## src/rtl/mem_port_arbiter.sv

```systemverilog
// Shares one single-ported synchronous memory between instruction fetch and
// data access. Data has fixed priority; a starvation counter bounds fetch wait.
module mem_port_arbiter #(
  parameter int ADDR_W     = 32,
  parameter int DATA_W     = 32,
  parameter int STARVE_MAX = 3
) (
  input  logic              clk,
  input  logic              rst,
  input  logic              i_req,
  input  logic [ADDR_W-1:0] i_addr,
  output logic              i_gnt,
  output logic              i_rvalid,
  output logic [DATA_W-1:0] i_rdata,
  input  logic              d_req,
  input  logic              d_we,
  input  logic [ADDR_W-1:0] d_addr,
  input  logic [DATA_W-1:0] d_wdata,
  input  logic [1:0]        d_dqm,
  output logic              d_gnt,
  output logic              d_rvalid,
  output logic [DATA_W-1:0] d_rdata,
  output logic              m_en,
  output logic              m_we,
  output logic [ADDR_W-1:0] m_addr,
  output logic [DATA_W-1:0] m_wdata,
  output logic [1:0]        m_dqm,
  input  logic [DATA_W-1:0] m_rdata,
  output logic [15:0]       conflict_cnt
);

  typedef enum logic [1:0] {IDLE, RD_I, RD_D} state_t;

  state_t     state;
  logic [3:0] starveCnt;
  logic       starved;

  assign starved = (starveCnt == 4'(STARVE_MAX));
  assign d_gnt   = d_req && !(i_req && starved);
  assign i_gnt   = i_req && !d_gnt;

  assign m_en    = i_gnt | d_gnt;
  assign m_we    = d_gnt & d_we;
  assign m_addr  = d_gnt ? d_addr : (i_gnt ? i_addr : '0);
  assign m_wdata = d_gnt ? d_wdata : '0;
  assign m_dqm   = d_gnt ? d_dqm : 2'b00;

  // Read data is shared and unqualified; the owner is told by rvalid.
  assign i_rdata  = m_rdata;
  assign d_rdata  = m_rdata;
  assign i_rvalid = (state == RD_I);
  assign d_rvalid = (state == RD_D);

  // State records which port owns the read returning next cycle.
  always_ff @(posedge clk or posedge rst) begin
    if (rst) begin
      state <= IDLE;
    end else if (i_gnt) begin
      state <= RD_I;
    end else if (d_gnt && !d_we) begin
      state <= RD_D;
    end else begin
      state <= IDLE;
    end
  end

  always_ff @(posedge clk or posedge rst) begin
    if (rst) begin
      starveCnt <= 4'd0;
    end else if (i_gnt || !i_req) begin
      starveCnt <= 4'd0;
    end else if (d_gnt && !starved) begin
      starveCnt <= starveCnt + 4'd1;
    end
  end

  always_ff @(posedge clk or posedge rst) begin
    if (rst) begin
      conflict_cnt <= 16'd0;
    end else if (i_req && d_req) begin
      conflict_cnt <= conflict_cnt + 16'd1;
    end
  end

endmodule

```

## config.mk

```make
export PLATFORM = sky130hd
export DESIGN_NAME = mem_port_arbiter
export DESIGN_NICKNAME = d
export VERILOG_FILES = /design/src/rtl/mem_port_arbiter.sv
export SDC_FILE = /design/constraint.sdc
export NUM_CORES = 1
export LEC_CHECK = 0
export ABC_AREA = 1
export CORE_AREA = 5 5 109 111
export CTS_CLUSTER_SIZE = 8
export DETAILED_ROUTE_END_ITERATION = 8
export DIE_AREA = 0 0 114 116
export HOLD_SLACK_MARGIN = 0.1
export PLACE_DENSITY_LB_ADDON = 0.1
export SLEW_MARGIN = 20
export SYNTH_ARGS = -nofsm -noshare
export SYNTH_HDL_FRONTEND = slang
export SYNTH_SLANG_ARGS = --single-unit
```

## constraint.sdc

```tcl
create_clock -name clk -period 1.3 [get_ports clk]
set_input_delay 0.195 -clock clk [delete_from_list [all_inputs] [get_ports clk]]
set_output_delay 0.195 -clock clk [all_outputs]
set_load 0.02 [all_outputs]
```

# Word level (Yosys, flattened, before mapping)
# Cells that the tools add are included.
# word_totals
word_cells	31
ff_bits	22
# classes
mux	8
n_reduce_logical	13
n_addsub	2
bitwise_logic	2
eq_ne	3
# op_table
cell	count
$mux W32	3
$add A16 B1 Y16 const B	1
$mux W4	2
$logic_and A1 B1 Y1	6
$mux W2	3
$logic_not A1 Y1	5
$add A4 B1 Y4 const B	1
$eq A4 B2 Y1 const B	1
$eq A2 B1 Y1 const B	1
$eq A2 B2 Y1 const B	1
$reduce_bool A2 Y1	1
$and A1 B1 Y1	1
$logic_or A1 B1 Y1	1
$or A1 B1 Y1	1

# Longest topological paths before layout
# Gate-level depths: netlist (run 1).
# depth
depth_word	8
ltp_mapped	7
mapped_depth_nobuf	7

# Least setup slack after synthesis (run 1)
# No wires, ideal clock.
# synth_path
path_kind	register to output
startpoint	reg starveCnt[0]
endpoint	out m_dqm[0]
stages_incl_launch_ff	7
slack_ps	-262
arrival_time_ps	1367
path_cell_list	dfrtp_1 ha_1 nand4_4 nand2_4 buf_4 buf_6 nor2_1
# synth_between
elab_chain_len	5
# synth_lines
item	line	text
from (decl)	35	logic [3:0] starveCnt;
from (signal assigned)	73	starveCnt <= starveCnt + 4'd1;
$eq A4 B2 Y1	38	assign starved = (starveCnt == 4'(STARVE_MAX));
$logic_and A1 B1 Y1	39	assign d_gnt = d_req && !(i_req && starved);
$logic_not A1 Y1	39	
$logic_and A1 B1 Y1	39	
$mux W2	46	assign m_dqm = d_gnt ? d_dqm : 2'b00;
to (decl)	27	output logic [1:0] m_dqm,
# Every way passes these cells.

# Final worst setup path (run 1)
# layout_path
startpoint	reg starveCnt[0]
endpoint	out m_addr[26]
# layout_between
elab_chain_len	8
# layout_lines
item	line	text
$eq A4 B2 Y1 (*)	38	
$logic_and A1 B1 Y1 (*)	39	
$logic_not A1 Y1 (*)	39	
$logic_and A1 B1 Y1 (*)	39	
$logic_not A1 Y1	40	assign i_gnt = i_req && !d_gnt;
$logic_and A1 B1 Y1	40	
$mux W32	44	assign m_addr = d_gnt ? d_addr : (i_gnt ? i_addr : '0);
$mux W32 (*)	44	
to (decl)	25	output logic [ADDR_W-1:0] m_addr,
# Mark *: on every way between the ends. The rest lies on a longest branch, timed or not.

==> results of run 1 <==
worst max path at each step:
stage / startpoint / to
final: starveCnt[0] / m_addr[26]
after global routing: starveCnt[0] / m_addr[26]
after CTS: starveCnt[0] / m_addr[13]
after detailed placement: i_req / m_addr[5]
after global placement: i_req / m_addr[19]
after floorplan: starveCnt[0] / m_dqm[1]
cell families (layout without fill, tap and decap cells):
| family | count (synthesis) | after routing |
|---|---|---|
| xor+xnor | 8 | 8 |
| flops | 22 | 22 |
| fa+ha+maj | 2 | 2 |
| compound gates | 5 | 5 |
| simple gates | 209 | 209 |
| buf+inv | 138 | 308 |
report_power, final:
group          internal (mW)  total, mW  switching, mW
Sequential             0.800      0.951          0.151
Combinational           1.05       2.02          0.968
Clock                  0.412      0.646          0.234
flip-flops by register name (all words and copies together) (netlist names):
signal / count
conflict_cnt: 16
starveCnt: 4
state: 2
per-stage QoR:
stage          utilization  cell area (um^2)  setup WS (ps)  power, mW  hold WS (ps)
2_1_floorplan            -              2560         -61.18      2.004         184.1
3_3_place_gp        0.4050              4333         -861.0      2.748         390.2
3_5_place_dp        0.4050              4333         -882.9      2.751         390.2
4_1_cts             0.4223              4518         -567.2      3.400         266.5
5_1_grt             0.4596              4917         -623.9      3.856         290.7
6_report            0.4596              4917         -543.2      3.617         261.3
cell usage after synthesis:
library cell	count	area (um^2)
sky130_fd_sc_hd__nand2_1	100	375.4
sky130_fd_sc_hd__buf_4	69	518.0
sky130_fd_sc_hd__inv_1	59	221.5
sky130_fd_sc_hd__nor2_1	54	202.7
sky130_fd_sc_hd__nand3_1	44	220.2
sky130_fd_sc_hd__dfrtp_1	22	550.5
sky130_fd_sc_hd__buf_2	5	25.02
sky130_fd_sc_hd__xor2_1	5	43.79
sky130_fd_sc_hd__nand4_1	4	25.02
sky130_fd_sc_hd__o21ai_0	4	20.02
sky130_fd_sc_hd__nand2_4	3	33.78
sky130_fd_sc_hd__xnor2_1	3	26.28
sky130_fd_sc_hd__clkbuf_1	2	7.510
sky130_fd_sc_hd__ha_1	2	25.02
sky130_fd_sc_hd__nor2_4	2	22.52
sky130_fd_sc_hd__a21oi_1	1	5.000
sky130_fd_sc_hd__buf_1	1	3.750
sky130_fd_sc_hd__buf_6	1	11.26
sky130_fd_sc_hd__inv_2	1	3.750
sky130_fd_sc_hd__nand4_4	1	21.27
sky130_fd_sc_hd__or2_2	1	6.260
layout by cell type, fill, tap and decap left out:
cell type,n
sky130_fd_sc_hd__clkdlybuf4s50_1,100
sky130_fd_sc_hd__buf_6,62
sky130_fd_sc_hd__inv_1,59
sky130_fd_sc_hd__nand2_1,54
sky130_fd_sc_hd__buf_4,54
sky130_fd_sc_hd__nand2_2,45
sky130_fd_sc_hd__nand3_1,36
sky130_fd_sc_hd__nor2_4,27
sky130_fd_sc_hd__nor2_1,19
sky130_fd_sc_hd__dfrtp_1,18
sky130_fd_sc_hd__dlygate4sd2_1,13
sky130_fd_sc_hd__nor2_2,10
sky130_fd_sc_hd__nand3_2,7
sky130_fd_sc_hd__xor2_1,5
sky130_fd_sc_hd__nand4_1,4
sky130_fd_sc_hd__dfrtp_2,4
sky130_fd_sc_hd__buf_12,4
sky130_fd_sc_hd__nand2_4,3
sky130_fd_sc_hd__xnor2_1,3
sky130_fd_sc_hd__o21ai_0,3
sky130_fd_sc_hd__clkbuf_8,3
sky130_fd_sc_hd__clkdlybuf4s15_1,3
sky130_fd_sc_hd__ha_4,2
sky130_fd_sc_hd__clkbuf_16,2
sky130_fd_sc_hd__clkbuf_2,2
sky130_fd_sc_hd__buf_2,2
sky130_fd_sc_hd__nand3_4,1
sky130_fd_sc_hd__o21ai_1,1
sky130_fd_sc_hd__nand4_4,1
sky130_fd_sc_hd__or2_2,1
sky130_fd_sc_hd__a21oi_1,1
sky130_fd_sc_hd__nand2_8,1
sky130_fd_sc_hd__inv_8,1
sky130_fd_sc_hd__bufinv_16,1
sky130_fd_sc_hd__buf_16,1
sky130_fd_sc_hd__buf_8,1
critical path: stages (launching register included):
cell and delay [ps]:
sky130_fd_sc_hd__dfrtp_1 400, sky130_fd_sc_hd__ha_4 170, sky130_fd_sc_hd__nand4_4 110, sky130_fd_sc_hd__nand2_8 150
sky130_fd_sc_hd__inv_8 60, sky130_fd_sc_hd__buf_12 130, sky130_fd_sc_hd__buf_6 120, sky130_fd_sc_hd__nand2_1 60
sky130_fd_sc_hd__nand2_2 60, sky130_fd_sc_hd__buf_6 130
metal layers:
layer,global-route usage,routed length (um),up-vias
met5,0,0,-
met4,0.01663,83,0
met3,0.06893,1079,8
met2,0.2674,5936,137
met1,0.1552,3610,1240
li1,-,-,1425
cell type report:
cell class	count	area [um^2]
inverters	60	232.7
flip-flops and latches	22	555.5
multi-input cells	224	1441
well taps	140	175.2
clock buffers	3	41.29
repair buffers	244	2441
fillers	1115	5781
clock inverters	1	30.03
what timing repair did:
item | CTS | global route
gates cloned | 1 | 3
resized for setup | 399 | 96
hold buffers | 0 | 0
setup endpoints to repair | 106 | 87
buffers inserted | 8 | 8
pin swaps | 2 | 8
==> results.cfg, run 1 <==
[synth]
syn-num-nets = 521
yosys_warning_count = 0
synth.mux.area_fraction = 0
xor_xnor_portion_of_the_synthesized_cell_area = 0.02958
ys_seq_elements = 22
synth_fa_ha_area_frac = 0.01057
synth_top_family_by_area = simple AND/OR/NAND/NOR gates
synth-compound-area-share = 0.01057
synth.avg_cell_area_um2 = 6.168
count_of_cell_types_in_the_netlist = 21
synth_area_um2 = 2369
yosysSeqAreaShare = 0.2324
synth_simple_gate_area_share = 0.3830
syn_inst = 384

[grt]
largest_net_degree_at_the_start_of_global_routing = 24
grt.overflow.total = 0
grtUsageTotal = 0.1449
grt_pass1_vias = 2799
antenna_found_initial = 0
grt_first_pass_wirelength_mm = 15.15

[detailed_routing]
drcViolationCount = 0
vias_post_dr = 2810
initialDrtViolationCount = 88
detail_route.wirelength_mm = 10.71
drtPass1Iterations = 4
route.detailed.wl_per_inst_um = 15.43
avgViaCountPerCell = 4.049
detail-route-antenna-nets = 0

[timing]
timing.final.crit_period_ps = 1843
worst_clock_skew_ps = 15.85
timing.final.setup_violations = 71
unrepaired_setup_endpoints_after_global_routing = yes
slew-limit-headroom = 0.8000
post-route-period-util = 1.418
report.final.slew_viol_count = 0
layout_setup_ws_ps = -543.2
clock.fmax_mhz = 542.5
worst-slew-pin-transition_ps = 300.0
hold_violations = 0
totalNegativeSetupSlack_ps = -32640

[critical_path]
r2r_slack_ps = -10
worstSetupStartpointType = flop
cp_data_arrival_time_ps = 1650
timing_worst_setup_path_type = flop to output pin
rr_worst_depth = 7
timing.critical_path.required_ps = 1110
worst-path-max-fanout = 6
critical_path.reg2reg.endpoint = state[0]
worst_setup_path_end_kind = output pin
regToRegStartpoint = starveCnt[0]

[clock_network]
tritoncts.num_buffers = 3
clkLatencyLatePin_ps = 270
clk_pin_slew_worst_paths_ps = 90
htreeDepth = 1
ctsRootBufferMaster = sky130_fd_sc_hd__clkbuf_8
clock_sinks = 22
clk_path_buf_depth = 2
tritoncts = built

[final_layout]
drive_above_1_share = 0.4242
antenna_cells_inserted = 0
nets = 692
area.growth.synth_to_final_pct = 107.6
final-instance-count-excl-fill = 694

[status]
failed_checks = setup timing
outcome = finished, violations left

[job]
maxCapViolations = 0

[floorplanning]
start_util = 0.2214
std_cell_core_area_um2 = 10700
die_y_um = 116
fp.dieW_um = 114
dieArea_um2 = 13220
design.portCount = 287
placement_rows = 38

[placed_design]
buffer_ports.inserted = 190
routabilityCongestion = 0.7697
dpl.cell_count = 671
hpwl_mm = 8.748

[power]
vdd_ir_drop_max_uv = 346.7
power_density_nw_per_um2 = 735.6
static_leakage_power_nw = 2.404

[worst_hold_path]
min-delay-path-class = input port to asynchronous set/reset pin
No activity file was read; power rests on OpenSTA's default activity.
==> inputs of run 2 (changes only) <==
Settings changed: CTS_CLUSTER_SIZE 8 to 16.
==> results of run 2 <==
Same layout as run 1: the final DEF is identical, and so are final timing and power.
==> inputs of run 3 (changes only) <==
Settings changed: CORE_AREA 5 5 109 111 to 4 4 108 110, DIE_AREA 0 0 114 116 to 0 0 112 114.
==> run 3 against run 2 <==
Effect of this change: the flow still finishes with violations (setup timing); die area shrank 3.4%; first-iteration DRC count shrank 24%; sequential power is essentially flat; worst setup slack gained 13 ps; combinational power is essentially flat; core utilization grew 1.4 points; largest cell class unchanged; highest routed layer unchanged.
==> results.cfg, run 3 (synthesis results as in run 1) <==
[critical_path]
cp_cell_sequence = ha_4 -> nand4_4 -> nand2_8 -> buf_12 -> clkbuf_16 -> nor2_2 -> buf_4
worst-path-max-fanout = 9
r2r_slack_ps = -120
timing_worst_setup_path_type = flop to output pin
worstPathBufferInverterCount = 3
worst_setup_path_end_kind = output pin
critical_path.max_stage_delay_ps = 420
cp_data_arrival_time_ps = 1640
critPathSlowestCell = sky130_fd_sc_hd__dfrtp_1
timing.critical_path.required_ps = 1110
crit_family = buffers and inverters
worstSetupStartpointType = flop

[placed_design]
routabilityCongestion = 0.7774
buffer_ports.inserted = 190
hpwl_mm = 8.226
post-place-ws_ps = -896.3

[power]
static_leakage_power_nw = 2.432
clkPwrFrac = 0.143
p_seq_frac = 0.274
internal-power_mw = 2.118
sw_frac_of_total = 0.3897
power_density_nw_per_um2 = 684.4
share_comb_of_total_power = 0.583
total_switching_power_mw = 1.352
vdd_ir_drop_max_uv = 500.5

[floorplanning]
fp.dieW_um = 112
std_cell_core_area_um2 = 10700
dieArea_um2 = 12770
start_util = 0.2214
die_y_um = 114
placement_rows = 38
design.portCount = 287

[job]
maxCapViolations = 0

[grt]
globalRouteMet3Util = 0.05782
grt_util_met2 = 0.2846
grt_first_pass_wirelength_mm = 15.18
use_met1 = 0.1522
globalRoute.busiestLayer = met2
grt.overflow.total = 0
antenna_found_initial = 0
grt_pass1_vias = 2980
grtUsageTotal = 0.1463
largest_net_degree_at_the_start_of_global_routing = 27

[final_layout]
largest_reg_flops = 16
fin_util = 0.4739
top_regs = conflict_cnt (16), starveCnt (4), state (2)
drive_above_1_share = 0.4487
area.growth.synth_to_final_pct = 114.1
most_used_cells_in_the_layout_excluding_fill_and_tap_cells = sky130_fd_sc_hd__clkdlybuf4s50_1 (100), sky130_fd_sc_hd__buf_6 (67), sky130_fd_sc_hd__inv_1 (59)
layout_commonest_cell = sky130_fd_sc_hd__clkdlybuf4s50_1
nets = 684
antenna_cells_inserted = 0
regMostFlops = conflict_cnt

[detailed_routing]
initialDrtViolationCount = 67
detail-route-antenna-nets = 0
drtPass1Iterations = 4
drcViolationCount = 0
route.detailed.wl_per_inst_um = 14.94
avgViaCountPerCell = 4.141
detail_route.wirelength_mm = 10.25
vias_post_dr = 2841

[clock_network]
clk_path_buf_depth = 2
clock_sinks = 22
htreeDepth = 1
tritoncts.num_buffers = 3
post_cts_hold_buffer_count = 0
clkLatencyLatePin_ps = 260
tritoncts = built
clk_pin_slew_worst_paths_ps = 80
ctsRootBufferMaster = sky130_fd_sc_hd__clkbuf_8

[worst_hold_path]
min-delay-path-class = input port to asynchronous set/reset pin

[timing]
hold_violations = 0
layout_setup_ws_ps = -530.6
worst_clock_skew_ps = 2.003
timing.final.crit_period_ps = 1831
unrepaired_setup_endpoints_after_global_routing = yes
clock.fmax_mhz = 546.3
slew-limit-headroom = 0.8030
timing.final.setup_violations = 71
post-route-period-util = 1.408
worst-slew-pin-transition_ps = 295.6
report.final.slew_viol_count = 0

[status]
outcome = finished, violations left
failed_checks = setup timing
run 3: cell type report:
cell class / count / area, um^2
fillers: 1085 / 5628
repair buffers: 236 / 2514
flip-flops and latches: 22 / 558.0
clock buffers: 4 / 55.05
inverters: 60 / 232.7
multi-input cells: 224 / 1535
well taps: 140 / 175.2
run 3: per-stage QoR:
step	power [mW]	hold slack (ps)	setup TNS (ps)	std cells	instance area [um^2]
floorplan	2.004	184.1	-2988	384	2560
global placement	2.742	390.2	-66070	669	4333
detailed placement	2.754	390.2	-67470	669	4333
CTS	3.354	274.4	-35080	680	4735
global route	3.691	313.1	-39440	686	5070
finish	3.470	261.3	-33490	686	5070
run 3: power groups by stage:
| stage | clock (mW) | sequential, mW | combinational (mW) |
|---|---|---|---|
| after floorplan | 0 | 1.05 | 0.955 |
| after detailed placement | 0 | 0.943 | 1.81 |
| after global placement | 0 | 0.940 | 1.80 |
| final | 0.498 | 0.949 | 2.02 |
| after CTS | 0.528 | 0.926 | 1.90 |
| after global routing | 0.548 | 0.971 | 2.17 |
run 3: repair_timing:
item | 4_1_cts | 5_1_grt
buffers inserted | 3 | 4
gates resized for setup | 455 | 75
endpoints found under the setup margin | 107 | 83
pin swaps | 5 | 14
gates cloned | 4 | 2
run 3: worst min-delay path, cell delays in order:
cell and delay (ps):
sky130_fd_sc_hd__clkdlybuf4s50_1 390, sky130_fd_sc_hd__inv_1 50, sky130_fd_sc_hd__buf_4 280
run 3: final timing paths:
kind	startpoint	endpoint	cells after the start
max reg2reg	starveCnt[0]	state[0]	8
max	starveCnt[0]	m_wdata[13]	7
min in group clk	m_rdata[15]	d_rdata[15]	0
min	rst	conflict_cnt[3]	3
min reg2reg	conflict_cnt[8]	conflict_cnt[8]	1
max in group asynchronous	rst	conflict_cnt[9]	3
run 3: routing by layer:
metal | routed length [um] | up-vias
met5 | 0 | -
met4 | 141 | 0
met3 | 986 | 14
met2 | 5529 | 154
met1 | 3592 | 1265
li1 | - | 1408
